$ cat src/rtl/fg_wave_shaper.sv
// Function-generator wave shaper: maps a qualified timer phase to a square/saw/triangle/DC
// shape, scales it with a serial shift-add multiplier, adds an offset and saturates.
module fg_wave_shaper #(
  parameter int PHASE_BITWIDTH = 10,
  parameter int AMP_BITWIDTH   = 8,
  parameter int OUT_BITWIDTH   = 10
) (
  input  logic                      clk_i,
  input  logic                      rst_i,
  input  logic                      enable_i,
  input  logic [1:0]                waveSel_i,
  input  logic [PHASE_BITWIDTH-1:0] phase_i,
  input  logic                      phaseValid_i,
  input  logic [PHASE_BITWIDTH-1:0] dutyCycle_i,
  input  logic [AMP_BITWIDTH-1:0]   amplitude_i,
  input  logic [OUT_BITWIDTH-1:0]   offset_i,
  output logic [OUT_BITWIDTH-1:0]   sample_o,
  output logic                      sampleValid_o,
  output logic                      busy_o,
  output logic                      overrun_o
);

  localparam int PROD_W = PHASE_BITWIDTH + AMP_BITWIDTH;
  localparam int SHIFT  = PROD_W - OUT_BITWIDTH;
  localparam int CNT_W  = $clog2(AMP_BITWIDTH + 1);

  typedef enum logic [1:0] {S_IDLE, S_MUL, S_OUT} state_t;

  state_t                    state_q, state_d;
  logic [PROD_W-1:0]         acc_q;
  logic [PROD_W-1:0]         mcand_q;
  logic [AMP_BITWIDTH-1:0]   amp_q;
  logic [OUT_BITWIDTH-1:0]   offset_q;
  logic [CNT_W-1:0]          cnt_q;
  logic [OUT_BITWIDTH-1:0]   sample_q;
  logic                      valid_q;
  logic                      overrun_q;

  logic [PHASE_BITWIDTH-1:0] tri_t;
  logic [PHASE_BITWIDTH-1:0] shape_u;
  logic [OUT_BITWIDTH-1:0]   scaled_w;
  logic [OUT_BITWIDTH:0]     sum_w;
  logic                      last_bit;

  // Triangle folds the upper half of the phase ramp back down.
  assign tri_t    = {phase_i[PHASE_BITWIDTH-2:0], 1'b0};
  assign last_bit = (cnt_q == CNT_W'(AMP_BITWIDTH - 1));
  assign scaled_w = acc_q[PROD_W-1:SHIFT];
  assign sum_w    = {1'b0, scaled_w} + {1'b0, offset_q};

  always_comb begin
    // NOTE: every combinational output gets a default first so no latch is inferred.
    shape_u = '1;
    unique case (waveSel_i)
      2'd0:    shape_u = (phase_i < dutyCycle_i) ? '1 : '0;
      2'd1:    shape_u = phase_i;
      2'd2:    shape_u = phase_i[PHASE_BITWIDTH-1] ? ~tri_t : tri_t;
      default: shape_u = '1;
    endcase
  end

  // NOTE: reset is synchronous, so it only takes effect on a clock edge.
  always_ff @(posedge clk_i) begin
    if (rst_i) state_q <= S_IDLE;
    else       state_q <= state_d;
  end

  always_comb begin
    state_d = state_q;
    if (!enable_i) begin
      state_d = S_IDLE;
    end else begin
      unique case (state_q)
        S_IDLE:  if (phaseValid_i) state_d = S_MUL;
        S_MUL:   if (last_bit) state_d = S_OUT;
        S_OUT:   state_d = S_IDLE;
        default: state_d = S_IDLE;
      endcase
    end
  end

  // NOTE: sequential state uses non-blocking assignments so all registers update together.
  always_ff @(posedge clk_i) begin
    if (rst_i) begin
      acc_q     <= '0;
      mcand_q   <= '0;
      amp_q     <= '0;
      offset_q  <= '0;
      cnt_q     <= '0;
      sample_q  <= '0;
      valid_q   <= 1'b0;
      overrun_q <= 1'b0;
    end else if (!enable_i) begin
      sample_q  <= '0;
      valid_q   <= 1'b0;
      overrun_q <= 1'b0;
    end else begin
      valid_q <= 1'b0;
      unique case (state_q)
        S_IDLE: begin
          if (phaseValid_i) begin
            mcand_q  <= PROD_W'(shape_u);
            amp_q    <= amplitude_i;
            offset_q <= offset_i;
            acc_q    <= '0;
            cnt_q    <= '0;
          end
        end
        S_MUL: begin
          // Multiplicand shifts left while the amplitude drains LSB first.
          if (amp_q[0]) acc_q <= acc_q + mcand_q;
          mcand_q <= mcand_q << 1;
          amp_q   <= amp_q >> 1;
          cnt_q   <= cnt_q + CNT_W'(1);
          if (phaseValid_i) overrun_q <= 1'b1;
        end
        S_OUT: begin
          sample_q <= sum_w[OUT_BITWIDTH] ? '1 : sum_w[OUT_BITWIDTH-1:0];
          valid_q  <= 1'b1;
          if (phaseValid_i) overrun_q <= 1'b1;
        end
        default: ;
      endcase
    end
  end

  always_comb begin
    busy_o        = (state_q != S_IDLE);
    sample_o      = sample_q;
    sampleValid_o = valid_q;
    overrun_o     = overrun_q;
  end

endmodule
$ cat config.mk
export PLATFORM = sky130hd
export DESIGN_NAME = fg_wave_shaper
export DESIGN_NICKNAME = d
export VERILOG_FILES = /design/src/rtl/fg_wave_shaper.sv
export SDC_FILE = /design/constraint.sdc
export NUM_CORES = 1
export LEC_CHECK = 0
export BUFFER_PORTS_ARGS = -buffer_cell sky130_fd_sc_hd__buf_4
export CORE_UTILIZATION = 50
export DETAILED_ROUTE_END_ITERATION = 10
export GPL_TIMING_DRIVEN = 0
export PLACE_DENSITY = 0.74
export SLEW_MARGIN = 15
export SYNTH_ARGS = -nofsm -noshare
export SYNTH_HDL_FRONTEND = slang
export SYNTH_SLANG_ARGS = --single-unit
$ cat constraint.sdc
create_clock -name clk_i -period 2.2 [get_ports clk_i]
set_input_delay 0.33 -clock clk_i [delete_from_list [all_inputs] [get_ports clk_i]]
set_output_delay 0.33 -clock clk_i [all_outputs]
set_load 0.005 [all_outputs]
==> summary.txt, run 1 <==
Clocking
  – H-tree depth: 3
  – CTS max path bufs: 2
  – Worst-path clk slew: 0.09 ns
  – Clock latency on the worst-skew pair: 0.36 ns
  – TritonCTS Sinks: 72
  – Total CTS buffers: 9
  – Clock Root Buffer: clkbuf_8
  – CTS tree: built

Routing
  – Via density: 5.60
  – DR top layer: met4
  – Via count: 4074
  – Routed Antenna Nets: 0
  – DR WL met3: 407 µm
  – First-pass detailed-route iteration total: 4
  – DRC: 0
  – M1 WL: 4970 µm
  – Total wire length: 10800 µm
  – Met2 wire length: 5190 µm
  – Initial DRC Count: 276
  – WL/cell: 14.8 µm

Floorplanning
  – Die area: 9190 µm²
  – Row cnt: 33
  – Chip width: 95.8 µm
  – IO Count: 57
  – Core area: 8380 µm²
  – Initial cell density of the core: 0.525
  – Die span in y: 95.8 µm

Power
  – Maximum vdd drop: 0.284 mV
  – Design Power: 3.03 mW
  – Pwr dens: 551 nW/µm²
  – Leakage power: 2.23 nW

GRT
  – Gr usage total: 0.247
  – Initial antenna violation count: 0
  – Largest net degree at the start of global routing: 15
  – First-pass GRT wire length: 17600 µm
  – Vias in the first global route: 3866
  – Total gr overflow: 0

Synth
  – Most instantiated cells after synthesis: dfxtp_1, nand2_1, a21oi_1
  – Post-Syn Area: 4400 µm²
  – Synth Flop Type: dfxtp_1
  – Synth warn: 0
  – Post-synthesis xor/xnor area fraction: 0.0617
  – Cell taking the most area after synthesis: dfxtp_1
  – Synthesized Nets: 618
  – Share of the synthesized area in the top cell type: 0.327
  – Post-synthesis compound-gate area fraction: 0.251
  – Sequential fraction of the synthesis area: 0.327
  – Syn avg cell area: 8.28 µm²
  – Largest family of logic cells by synthesized area: compound AO/OA/AOI/OAI gates
  – Synth Area in Adders: 0.123
  – Post-synthesis mux area share: 0.0185
  – Dominant cells by area after synthesis: dfxtp_1, ha_1, a21oi_1
  – Number of flops mapped to enable cells by yosys: 0
  – Cell variety after synth: 52
  – Post-Synthesis Cells: 532
  – Synth Register Bits: 72
  – Top-count cell post-synth: dfxtp_1
  – Async S/R FF share, synth: 0
  – Post-Synth Simple-Gate Area: 0.171

Final layout
  – Fin util: 0.656
  – Design Area, Final: 5500 µm²
  – P&R area growth vs syn: 24.9%
  – # fillers: 695
  – Final net count: 703
  – N_diodes: 0
  – Final Non-Filler Cells: 727
  – Layout cells sized above 1: 0.248

Setup path
  – Cells along the critical path: ha_4 > inv_2 > fa_2 > nor2b_4 > o2111ai_2 > a21boi_2 > a41oi_2 > o21ba_4 > o21ai_2 > xnor2_1 > o21ai_1
  – Worst Path Arrival: 2.56 ns
  – Crit path from: mcand_q[0]$_SDFFE_PP0P_
  – CP endpoint kind: register
  – Crit path max fanout: 2
  – WP data required: 2.42 ns
  – R2R Path End: acc_q[14]$_SDFFE_PP0P_
  – CP max stage delay: 0.38 ns
  – Setup crit end: acc_q[14]$_SDFFE_PP0P_
  – Highest-delay cell along the critical path: dfxtp_4
  – CP Launch Type: register
  – Crit Path Category: register to register
  – FF-to-FF path depth: 11
  – Reg2reg start: mcand_q[0]$_SDFFE_PP0P_
  – R2R setup slack: -0.13 ns

Place
  – DP Cell Count: 693
  – PortBufs: 56
  – Dpl cell area: 4960 µm²
  – Place WS: -0.437 ns
  – Placer Congestion: 0.870
  – DP HPWL: 7790 µm

Timing
  – RSZ-0062 raised after global routing: yes
  – Worst-Margin Slew: 0.580 ns
  – Max-slew violations: 0
  – Worst Skew: 0.0181 ns
  – Fmax: 0.429 GHz
  – Fin crit share: 1.06
  – Post-layout min period: 2.33 ns
  – Rel. slew slack: 0.613
  – Final Worst Setup Slack: -0.132 ns
  – Final Hold Viols: 0
  – Setup violators final: 15

Worst hold path
  – HP Class: input pin to register

Outcome
  – Failing checks: negative setup slack
  – Status: finished, violations left

Flow run
  – Maxcap violations: 0
-- registers in the layout (all words and copies together) (netlist names) --
name and count:
sampleValid_o 1, acc_q 18, sample_o 10, mcand_q 18, state_q 2, amp_q 8, cnt_q 4, offset_q 10
overrun_o 1
-- logic make-up (layout without fill, tap and decap cells) --
group,count (synthesis),in the layout
XOR/XNOR,31,31
flip-flops,72,72
adder cells (fa/ha/maj),42,42
multiplexers,8,8
AO/OA/AOI/OAI,160,160
AND/OR/NAND/NOR,169,170
buffers and inverters,50,139
-- per-layer routing --
layer / global-route usage / vias to the layer above
met4: 0.0958 / 0
li1: - / 2065
met3: 0.0434 / 17
met5: 0 / -
met1: 0.315 / 1891
met2: 0.413 / 101
-- cell type report --
class | instances | area, µm² | area share
plain buffers | 26 | 121 | 0.0221
clock buffers | 9 | 124 | 0.0225
clock inverters | 7 | 103 | 0.0187
inverters | 24 | 90.1 | 0.0164
multi-input cells | 411 | 2930 | 0.533
flip-flops and latches | 72 | 1450 | 0.264
well taps | 105 | 131 | 0.0239
repair buffers | 73 | 548 | 0.0996
-- worst min path at each step --
stage                                        start                  endpoint  slack [ns]  cells after the start
after global routing                   offset_i[9]  offset_q[9]$_SDFFE_PP0P_        0.20                      3
after floorplan              acc_q[7]$_SDFFE_PP0P_     acc_q[7]$_SDFFE_PP0P_        0.43                      2
after CTS                              offset_i[9]  offset_q[9]$_SDFFE_PP0P_        0.21                      3
final                                  offset_i[8]  offset_q[8]$_SDFFE_PP0P_        0.21                      3
after detailed placement  offset_q[8]$_SDFFE_PP0P_  offset_q[8]$_SDFFE_PP0P_        0.45                      2
after global placement    offset_q[5]$_SDFFE_PP0P_  offset_q[5]$_SDFFE_PP0P_        0.45                      2
-- critical path: cells and delay by family, from the launching register on --
family / cells / cell delay, ns
AOI/OAI and AO/OA: 6 / 1.01
adders and majority gates: 2 / 0.50
DFF: 1 / 0.38
and+or+nand+nor: 1 / 0.14
xor gates and xnor gates: 1 / 0.14
buffers and inverters: 1 / 0.04
-- where the power goes --
part	switching (mW)	internal [mW]
combinational	0.252	0.202
sequential	0.0324	1.34
clock	0.553	0.650
total	0.837	2.19
-- metrics by stage --
step	hold slack, ns	TNS [ns]
floorplan	0.432	-0.0156
global placement	0.447	-4.47
detailed placement	0.455	-5.19
CTS	0.211	-0.615
global route	0.204	-3.43
finish	0.214	-0.920
-- placed cells by master, fill, tap and decap left out, drive strengths merged, types with 8 or more instances in the layout --
cell and instances:
nand2 68, xnor2 15, nand2b 8, nand3 16, a22oi 13, inv 26, a211oi 10, ha 40
xor2 16, nor2b 8, o221a 9, a21oi 57, clkbuf 28, buf 80, dfxtp 72, nor2 47
o21ai 32
-- repair_timing --
item	in CTS	in global routing
pin swaps	11	13
buffers inserted	9	8
gates resized for setup	23	24
cloned	0	1
setup endpoints to repair	21	32
hold buffers	0	0
(Power assumes the default switching activity.)
==> inputs of run 2 (changes only) <==
--- a/config.mk
+++ b/config.mk
@@ -5,11 +5,13 @@
 export SDC_FILE = /design/constraint.sdc
 export NUM_CORES = 1
 export LEC_CHECK = 0
+export ABC_CLOCK_PERIOD_IN_PS = 2200
 export BUFFER_PORTS_ARGS = -buffer_cell sky130_fd_sc_hd__buf_4
 export CORE_UTILIZATION = 50
 export DETAILED_ROUTE_END_ITERATION = 10
 export GPL_TIMING_DRIVEN = 0
 export PLACE_DENSITY = 0.74
+export SKIP_LAST_GASP = 1
 export SLEW_MARGIN = 15
 export SYNTH_ARGS = -nofsm -noshare
 export SYNTH_HDL_FRONTEND = slang
==> summary.txt, run 2 (synthesis gave the netlist of run 1 again) <==
Outcome
  – Status: finished, violations left (unchanged)
  – Failing checks: negative setup slack (unchanged)

Floorplanning
  – Core area: 8380 µm² (unchanged)
  – IO Count: 57 (unchanged)
  – Chip width: 95.8 µm (unchanged)
  – Initial cell density of the core: 0.525 (unchanged)
  – Row cnt: 33 (unchanged)
  – Die area: 9190 µm² (unchanged)
  – Die span in y: 95.8 µm (unchanged)

Power
  – Gate power share: 0.149 (was 0.150)
  – Design Power: 3.04 mW (was 3.03 mW)
  – Internal cell power: 2.19 mW (about the same)
  – Net Sw Power: 0.844 mW (was 0.837 mW)
  – Pwr dens: 552 nW/µm² (was 551 nW/µm²)
  – Clock power share: 0.398 (was 0.397)
  – Fraction of power spent switching nets: 0.278 (was 0.276)
  – Leakage power: 2.23 nW (unchanged)
  – Sequential Power Share: 0.453 (was 0.454)
  – Maximum vdd drop: 0.287 mV (was 0.284 mV)

Routing
  – Total wire length: 10800 µm (about the same)
  – Initial DRC Count: 257 (was 276)
  – Routed Antenna Nets: 0 (unchanged)
  – WL/cell: 14.8 µm (about the same)
  – Via density: 5.61 (was 5.60)
  – First-pass detailed-route iteration total: 4 (unchanged)
  – DRC: 0 (unchanged)
  – Via count: 4078 (was 4074)

GRT
  – Total gr overflow: 0 (unchanged)
  – Gr usage total: 0.247 (unchanged)
  – Initial antenna violation count: 0 (unchanged)
  – First-pass GRT wire length: 17600 µm (unchanged)
  – Vias in the first global route: 3866 (unchanged)
  – Largest net degree at the start of global routing: 15 (unchanged)

Timing
  – Final Worst Setup Slack: -0.135 ns (was -0.132 ns)
  – RSZ-0062 raised after global routing: yes (unchanged)
  – Worst Skew: 0.0215 ns (was 0.0181 ns)
  – Max-slew violations: 0 (unchanged)
  – Setup violators final: 17 (was 15)
  – Worst-Margin Slew: 0.569 ns (was 0.580 ns)
  – Setup TNS: -0.925 ns (was -0.920 ns)
  – Final Hold Viols: 0 (unchanged)
  – Min Hold Slack: 0.207 ns (was 0.214 ns)
  – Rel. slew slack: 0.621 (was 0.613)
  – Fmax: 0.428 GHz (was 0.429 GHz)
  – Post-layout min period: 2.33 ns (about the same)
  – Fin crit share: 1.06 (about the same)

Setup path
  – WP data required: 2.43 ns (was 2.42 ns)
  – CP endpoint kind: register (unchanged)
  – Worst Path Buf+Inv: 1 (unchanged)
  – Crit Path Category: register to register (unchanged)
  – Crit path max fanout: 2 (unchanged)
  – CP Launch Type: register (unchanged)
  – Delay-heaviest family, CP: compound AO/OA/AOI/OAI gates (unchanged)
  – Worst Path Arrival: 2.56 ns (about the same)
  – Highest-delay cell along the critical path: dfxtp_4 (unchanged)
  – Cells along the critical path: ha_4 > inv_2 > fa_2 > nor2b_4 > o2111ai_2 > a21boi_2 > a41oi_2 > o21ba_4 > o21ai_2 > xnor2_1 > o21ai_1 (unchanged)
  – CP max stage delay: 0.38 ns (about the same)

Final layout
  – Most common cell after layout, fill and taps aside: buf_4 (unchanged)
  – Layout cells sized above 1: 0.248 (unchanged)
  – Commonest non-fill, non-tap cells in the layout: buf_4, nand2_1, dfxtp_1 (unchanged)
  – # fillers: 695 (unchanged)
  – Final net count: 703 (unchanged)
  – Final Non-Filler Cells: 727 (unchanged)
  – Largest registers: acc_q: 18 flops, mcand_q: 18 flops (unchanged)
  – P&R area growth vs syn: 24.9% (unchanged)
  – N_diodes: 0 (unchanged)

Place
  – PortBufs: 56 (unchanged)
  – DP Cell Count: 693 (unchanged)
  – DP HPWL: 7790 µm (unchanged)
  – Placer Congestion: 0.870 (unchanged)

Clocking
  – Worst-path clk slew: 0.10 ns (was 0.09 ns)
  – Clock Root Buffer: clkbuf_8 (unchanged)
  – TritonCTS Sinks: 72 (unchanged)
  – H-tree depth: 3 (unchanged)
  – Total CTS buffers: 9 (unchanged)
  – CTS tree: built (unchanged)
  – Hold buffer count at CTS: 0 (unchanged)
  – Clock latency on the worst-skew pair: 0.37 ns (was 0.36 ns)
  – CTS max path bufs: 2 (unchanged)

Worst hold path
  – HP Class: input pin to register (unchanged)

Flow run
  – Maxcap violations: 0 (unchanged)
run 2: power groups by stage:
stage | combinational (mW) | clock, mW | sequential [mW]
final | 0.453 | 1.21 | 1.38
after global routing | 0.505 | 1.27 | 1.38
after CTS | 0.441 | 1.21 | 1.37
after detailed placement | 0.433 | 0 | 1.41
after global placement | 0.420 | 0 | 1.40
after floorplan | 0.284 | 0 | 1.39
run 2: layout make-up:
cell class,count,area (µm²),area share
clock buffers,9,124,0.0225
multi-input cells,411,2930,0.533
flip-flops and latches,72,1450,0.264
repair buffers,73,548,0.0996
inverters,24,90.1,0.0164
plain buffers,26,121,0.0221
well taps,105,131,0.0239
clock inverters,7,103,0.0187
run 2: final timing paths:
kind,start,endpoint,slack [ns],depth (start not counted)
setup reg to reg,mcand_q[0]$_SDFFE_PP0P_,acc_q[14]$_SDFFE_PP0P_,-0.13,11
hold / removal,offset_i[9],offset_q[9]$_SDFFE_PP0P_,0.21,3
setup / recovery,mcand_q[0]$_SDFFE_PP0P_,acc_q[14]$_SDFFE_PP0P_,-0.13,11
hold reg to reg,offset_q[8]$_SDFFE_PP0P_,offset_q[8]$_SDFFE_PP0P_,0.47,2
run 2: per-stage QoR:
step                setup slack (ns)   util  instance area [µm²]
floorplan                    -0.0138      -                 4410
detailed placement            -0.437  0.592                 4960
global route                  -0.222  0.656                 5500
global placement              -0.384  0.592                 4960
CTS                           -0.176  0.638                 5350
finish                        -0.135  0.656                 5500
run 2: worst reg2reg max path: cells and delay by family, from the launching register on:
kind | cells | cell delay (ns)
buf+inv | 1 | 0.04
flops | 1 | 0.38
simple gates | 1 | 0.14
xor+xnor | 1 | 0.14
compound gates | 6 | 1.01
fa+ha+maj | 2 | 0.50
run 2: layer usage:
| metal | share of wire | track usage | vias up |
|---|---|---|---|
| met3 | 0.043 | 0.0434 | 17 |
| li1 | - | - | 2065 |
| met5 | 0 | 0 | - |
| met4 | 0.017 | 0.0958 | 0 |
| met1 | 0.46 | 0.315 | 1889 |
| met2 | 0.48 | 0.413 | 107 |
run 2: timing repair:
item,in CTS,in global routing
setup endpoints to repair,21,32
buffers inserted,9,8
pin swaps,11,13
gates resized for setup,23,24
gates cloned,0,1
==> inputs of run 3 (changes only) <==
--- a/config.mk
+++ b/config.mk
@@ -5,6 +5,7 @@
 export SDC_FILE = /design/constraint.sdc
 export NUM_CORES = 1
 export LEC_CHECK = 0
+export ABC_AREA = 1
 export ABC_CLOCK_PERIOD_IN_PS = 2200
 export BUFFER_PORTS_ARGS = -buffer_cell sky130_fd_sc_hd__buf_4
 export CORE_UTILIZATION = 50
==> summary.txt, run 3 <==
Floorplanning
  – IO Count: 57 (unchanged)
  – Chip width: 99.2 µm (was 95.8 µm)
  – Initial cell density of the core: 0.513 (was 0.525)
  – Row cnt: 35 (was 33)
  – Core area: 9200 µm² (was 8380 µm²)
  – Die span in y: 99.2 µm (was 95.8 µm)
  – Die area: 9830 µm² (was 9190 µm²)

Synth
  – Async S/R FF share, synth: 0 (unchanged)
  – Post-Synthesis Cells: 696 (was 532)
  – Synth Register Bits: 72 (unchanged)
  – Top-count cell post-synth: nand2_1 (was dfxtp_1)
  – Post-Syn Area: 4720 µm² (was 4400 µm²)
  – Share of the synthesized area in the top cell type: 0.305 (was 0.327)
  – Most instantiated cells after synthesis: nand2_1, nor2_1, dfxtp_1 (was dfxtp_1, nand2_1, a21oi_1)
  – Dominant cells by area after synthesis: dfxtp_1, nand2_1, ha_1 (was dfxtp_1, ha_1, a21oi_1)
  – Cell taking the most area after synthesis: dfxtp_1 (unchanged)
  – Synth warn: 0 (unchanged)
  – Synthesized Nets: 782 (was 618)
  – Sequential fraction of the synthesis area: 0.305 (was 0.327)
  – Cell variety after synth: 39 (was 52)
  – Number of flops mapped to enable cells by yosys: 0 (unchanged)
  – Syn avg cell area: 6.78 µm² (was 8.28 µm²)
  – Synth Flop Type: dfxtp_1 (unchanged)

Routing
  – Total wire length: 11400 µm (was 10800 µm)
  – DR top layer: met4 (unchanged)
  – Via density: 5.31 (was 5.61)
  – WL/cell: 12.9 µm (was 14.8 µm)
  – Via count: 4676 (was 4078)
  – Initial DRC Count: 214 (was 257)
  – Met2 wire length: 5400 µm (was 5140 µm)
  – DR WL met3: 595 µm (was 465 µm)
  – First-pass detailed-route iteration total: 7 (was 4)
  – DRC: 2 (was 0)
  – Routed Antenna Nets: 0 (unchanged)
  – M1 WL: 5350 µm (was 4990 µm)

Outcome
  – Failing checks: design-rule violations (was negative setup slack)
  – Status: finished, violations left (unchanged)

Timing
  – Post-layout min period: 2.03 ns (was 2.33 ns)
  – Final Worst Setup Slack: 0.169 ns (was -0.135 ns)
  – RSZ-0062 raised after global routing: no (was yes)
  – Worst-Margin Slew: 0.649 ns (was 0.569 ns)
  – Rel. slew slack: 0.567 (was 0.621)
  – Setup violators final: 0 (was 17)
  – Worst Skew: 0.0125 ns (was 0.0215 ns)
  – Fin crit share: 0.923 (was 1.06)
  – Fmax: 0.492 GHz (was 0.428 GHz)
  – Final Hold Viols: 0 (unchanged)
  – Max-slew violations: 0 (unchanged)

Place
  – PortBufs: 56 (unchanged)
  – Dpl cell area: 5280 µm² (was 4960 µm²)
  – Placer Congestion: 0.864 (was 0.870)
  – DP HPWL: 9060 µm (was 7790 µm)
  – Place WS: -0.0833 ns (was -0.437 ns)

Setup path
  – Worst Path Arrival: 2.25 ns (was 2.56 ns)
  – CP max stage delay: 0.45 ns (was 0.38 ns)
  – CP most frequent cell: nand2_1
  – CP Depth: 11 (unchanged)
  – CP endpoint kind: register (unchanged)
  – Delay-heaviest family, CP: adder cells (was compound AO/OA/AOI/OAI gates)
  – Crit Path Category: register to register (unchanged)
  – WP data required: 2.42 ns (was 2.43 ns)
  – Cells along the critical path: ha_1 > inv_1 > fa_1 > o21ai_2 > nand2_1 > nand2_1 > nand2_1 > nand2_1 > nand2_1 > nand3_2 > a21oi_2 (was ha_4 > inv_2 > fa_2 > nor2b_4 > o2111ai_2 > a21boi_2 > a41oi_2 > o21ba_4 > o21ai_2 > xnor2_1 > o21ai_1)
  – Worst Path Buf+Inv: 1 (unchanged)
  – FF-to-FF path depth: 11 (unchanged)
  – Reg2reg start: mcand_q[0]$_SDFFE_PP0P_ (unchanged)
  – Crit path from: mcand_q[0]$_SDFFE_PP0P_ (unchanged)
  – Crit path max fanout: 4 (was 2)
  – Highest-delay cell along the critical path: fa_1 (was dfxtp_4)
  – CP Launch Type: register (unchanged)

Clocking
  – Total CTS buffers: 9 (unchanged)
  – TritonCTS Sinks: 72 (unchanged)
  – CTS tree: built (unchanged)
  – Clock latency on the worst-skew pair: 0.35 ns (was 0.37 ns)
  – Worst-path clk slew: 0.09 ns (was 0.10 ns)
  – CTS max path bufs: 2 (unchanged)
  – H-tree depth: 3 (unchanged)
  – Clock Root Buffer: clkbuf_8 (unchanged)

Final layout
  – Largest registers: acc_q: 18 flops, mcand_q: 18 flops (unchanged)
  – N_diodes: 0 (unchanged)
  – P&R area growth vs syn: 17.0% (was 24.9%)
  – Final net count: 851 (was 703)
  – Most common cell after layout, fill and taps aside: nand2_1 (was buf_4)
  – Design Area, Final: 5520 µm² (was 5500 µm²)
  – Layout cells sized above 1: 0.139 (was 0.248)
  – Commonest non-fill, non-tap cells in the layout: nand2_1, nor2_1, dfxtp_1 (was buf_4, nand2_1, dfxtp_1)
  – Fin util: 0.600 (was 0.656)

Worst hold path
  – Hold Path Depth: 3 (unchanged)
  – HP Class: input pin to register (unchanged)
  – Hold_sp: offset_i[5] (was offset_i[9])

Power
  – Leakage power: 2.61 nW (was 2.23 nW)
  – Pwr dens: 540 nW/µm² (was 552 nW/µm²)
  – Design Power: 2.98 mW (was 3.04 mW)
  – Maximum vdd drop: 0.300 mV (was 0.287 mV)

GRT
  – Gr usage total: 0.241 (was 0.247)
  – First-pass GRT wire length: 19400 µm (was 17600 µm)
  – Vias in the first global route: 4333 (was 3866)
  – Largest net degree at the start of global routing: 15 (unchanged)
  – Total gr overflow: 0 (unchanged)
  – Initial antenna violation count: 0 (unchanged)

Flow run
  – Maxcap violations: 0 (unchanged)
run 3: cell count changes after synthesis, sizes merged, moves of 8 or more:
cell	change
a21oi	+21
a22oi	-13
inv	+41
nand2	+100
nand2b	-8
nand3	+8
nor2	+55
nor2b	-8
o21ai	+24
o221a	-9
xor2	-10
run 3: cell type report:
cell class,count,area [µm²]
clock buffer,9,124
tap,111,139
fill,871,3670
inverter,66,249
multi-input combinational,538,2960
clock inverter,7,78.8
buffer,20,95.1
timing repair buffer,58,435
sequential,72,1440
run 3: path summary, 6_finish.rpt:
check | slack (ns) | end
max reg2reg | 0.17 | acc_q[16]$_SDFFE_PP0P_
max | 0.17 | acc_q[16]$_SDFFE_PP0P_
min reg2reg | 0.47 | acc_q[4]$_SDFFE_PP0P_
min | 0.19 | offset_q[5]$_SDFFE_PP0P_
run 3: metrics by stage:
step | TNS, ns | hold WS (ns) | std cells
global route | 0 | 0.207 | 881
finish | 0 | 0.193 | 881
floorplan | 0 | 0.441 | 696
detailed placement | -0.175 | 0.460 | 863
global placement | -0.0539 | 0.452 | 863
CTS | 0 | 0.181 | 879
run 3: worst register-to-register path: stages, from the launching register on:
cell	delay [ns]
dfxtp_1	0.38
ha_1	0.22
inv_1	0.07
fa_1	0.45
o21ai_2	0.21
nand2_1	0.07
nand2_1	0.16
nand2_1	0.11
nand2_1	0.08
nand2_1	0.06
nand3_2	0.06
a21oi_2	0.04
run 3: repair_timing:
action | in CTS | in global routing
hold buffers | 0 | 0
buffers inserted | 0 | 2
endpoints found under the setup margin | 6 | 21
resized for setup | 2 | 6
pin swaps | 0 | 3
run 3: logic make-up (layout without fill, tap and decap cells):
| kind of cell | after synthesis | after routing | synth area share |
|---|---|---|---|
| adder cells (fa/ha/maj) | 42 | 42 | 0.115 |
| buffers and inverters | 86 | 160 | 0.0726 |
| XOR/XNOR | 18 | 18 | 0.0334 |
| AND/OR/NAND/NOR | 317 | 317 | 0.281 |
| flip-flops | 72 | 72 | 0.305 |
| AO/OA/AOI/OAI | 161 | 161 | 0.193 |
run 3: metal layers:
| layer | GRT usage | vias to the layer above |
|---|---|---|
| li1 | - | 2441 |
| met1 | 0.322 | 2134 |
| met2 | 0.418 | 94 |
| met3 | 0.0274 | 7 |
| met4 | 0.0600 | 0 |
| met5 | 0 | - |
run 3: power by group:
part           internal (mW)  switching, mW  leakage, nW
logic                  0.206          0.280         1.92
clock network          0.535          0.554       0.0977
registers               1.36         0.0454        0.586
total                   2.10          0.879         2.61
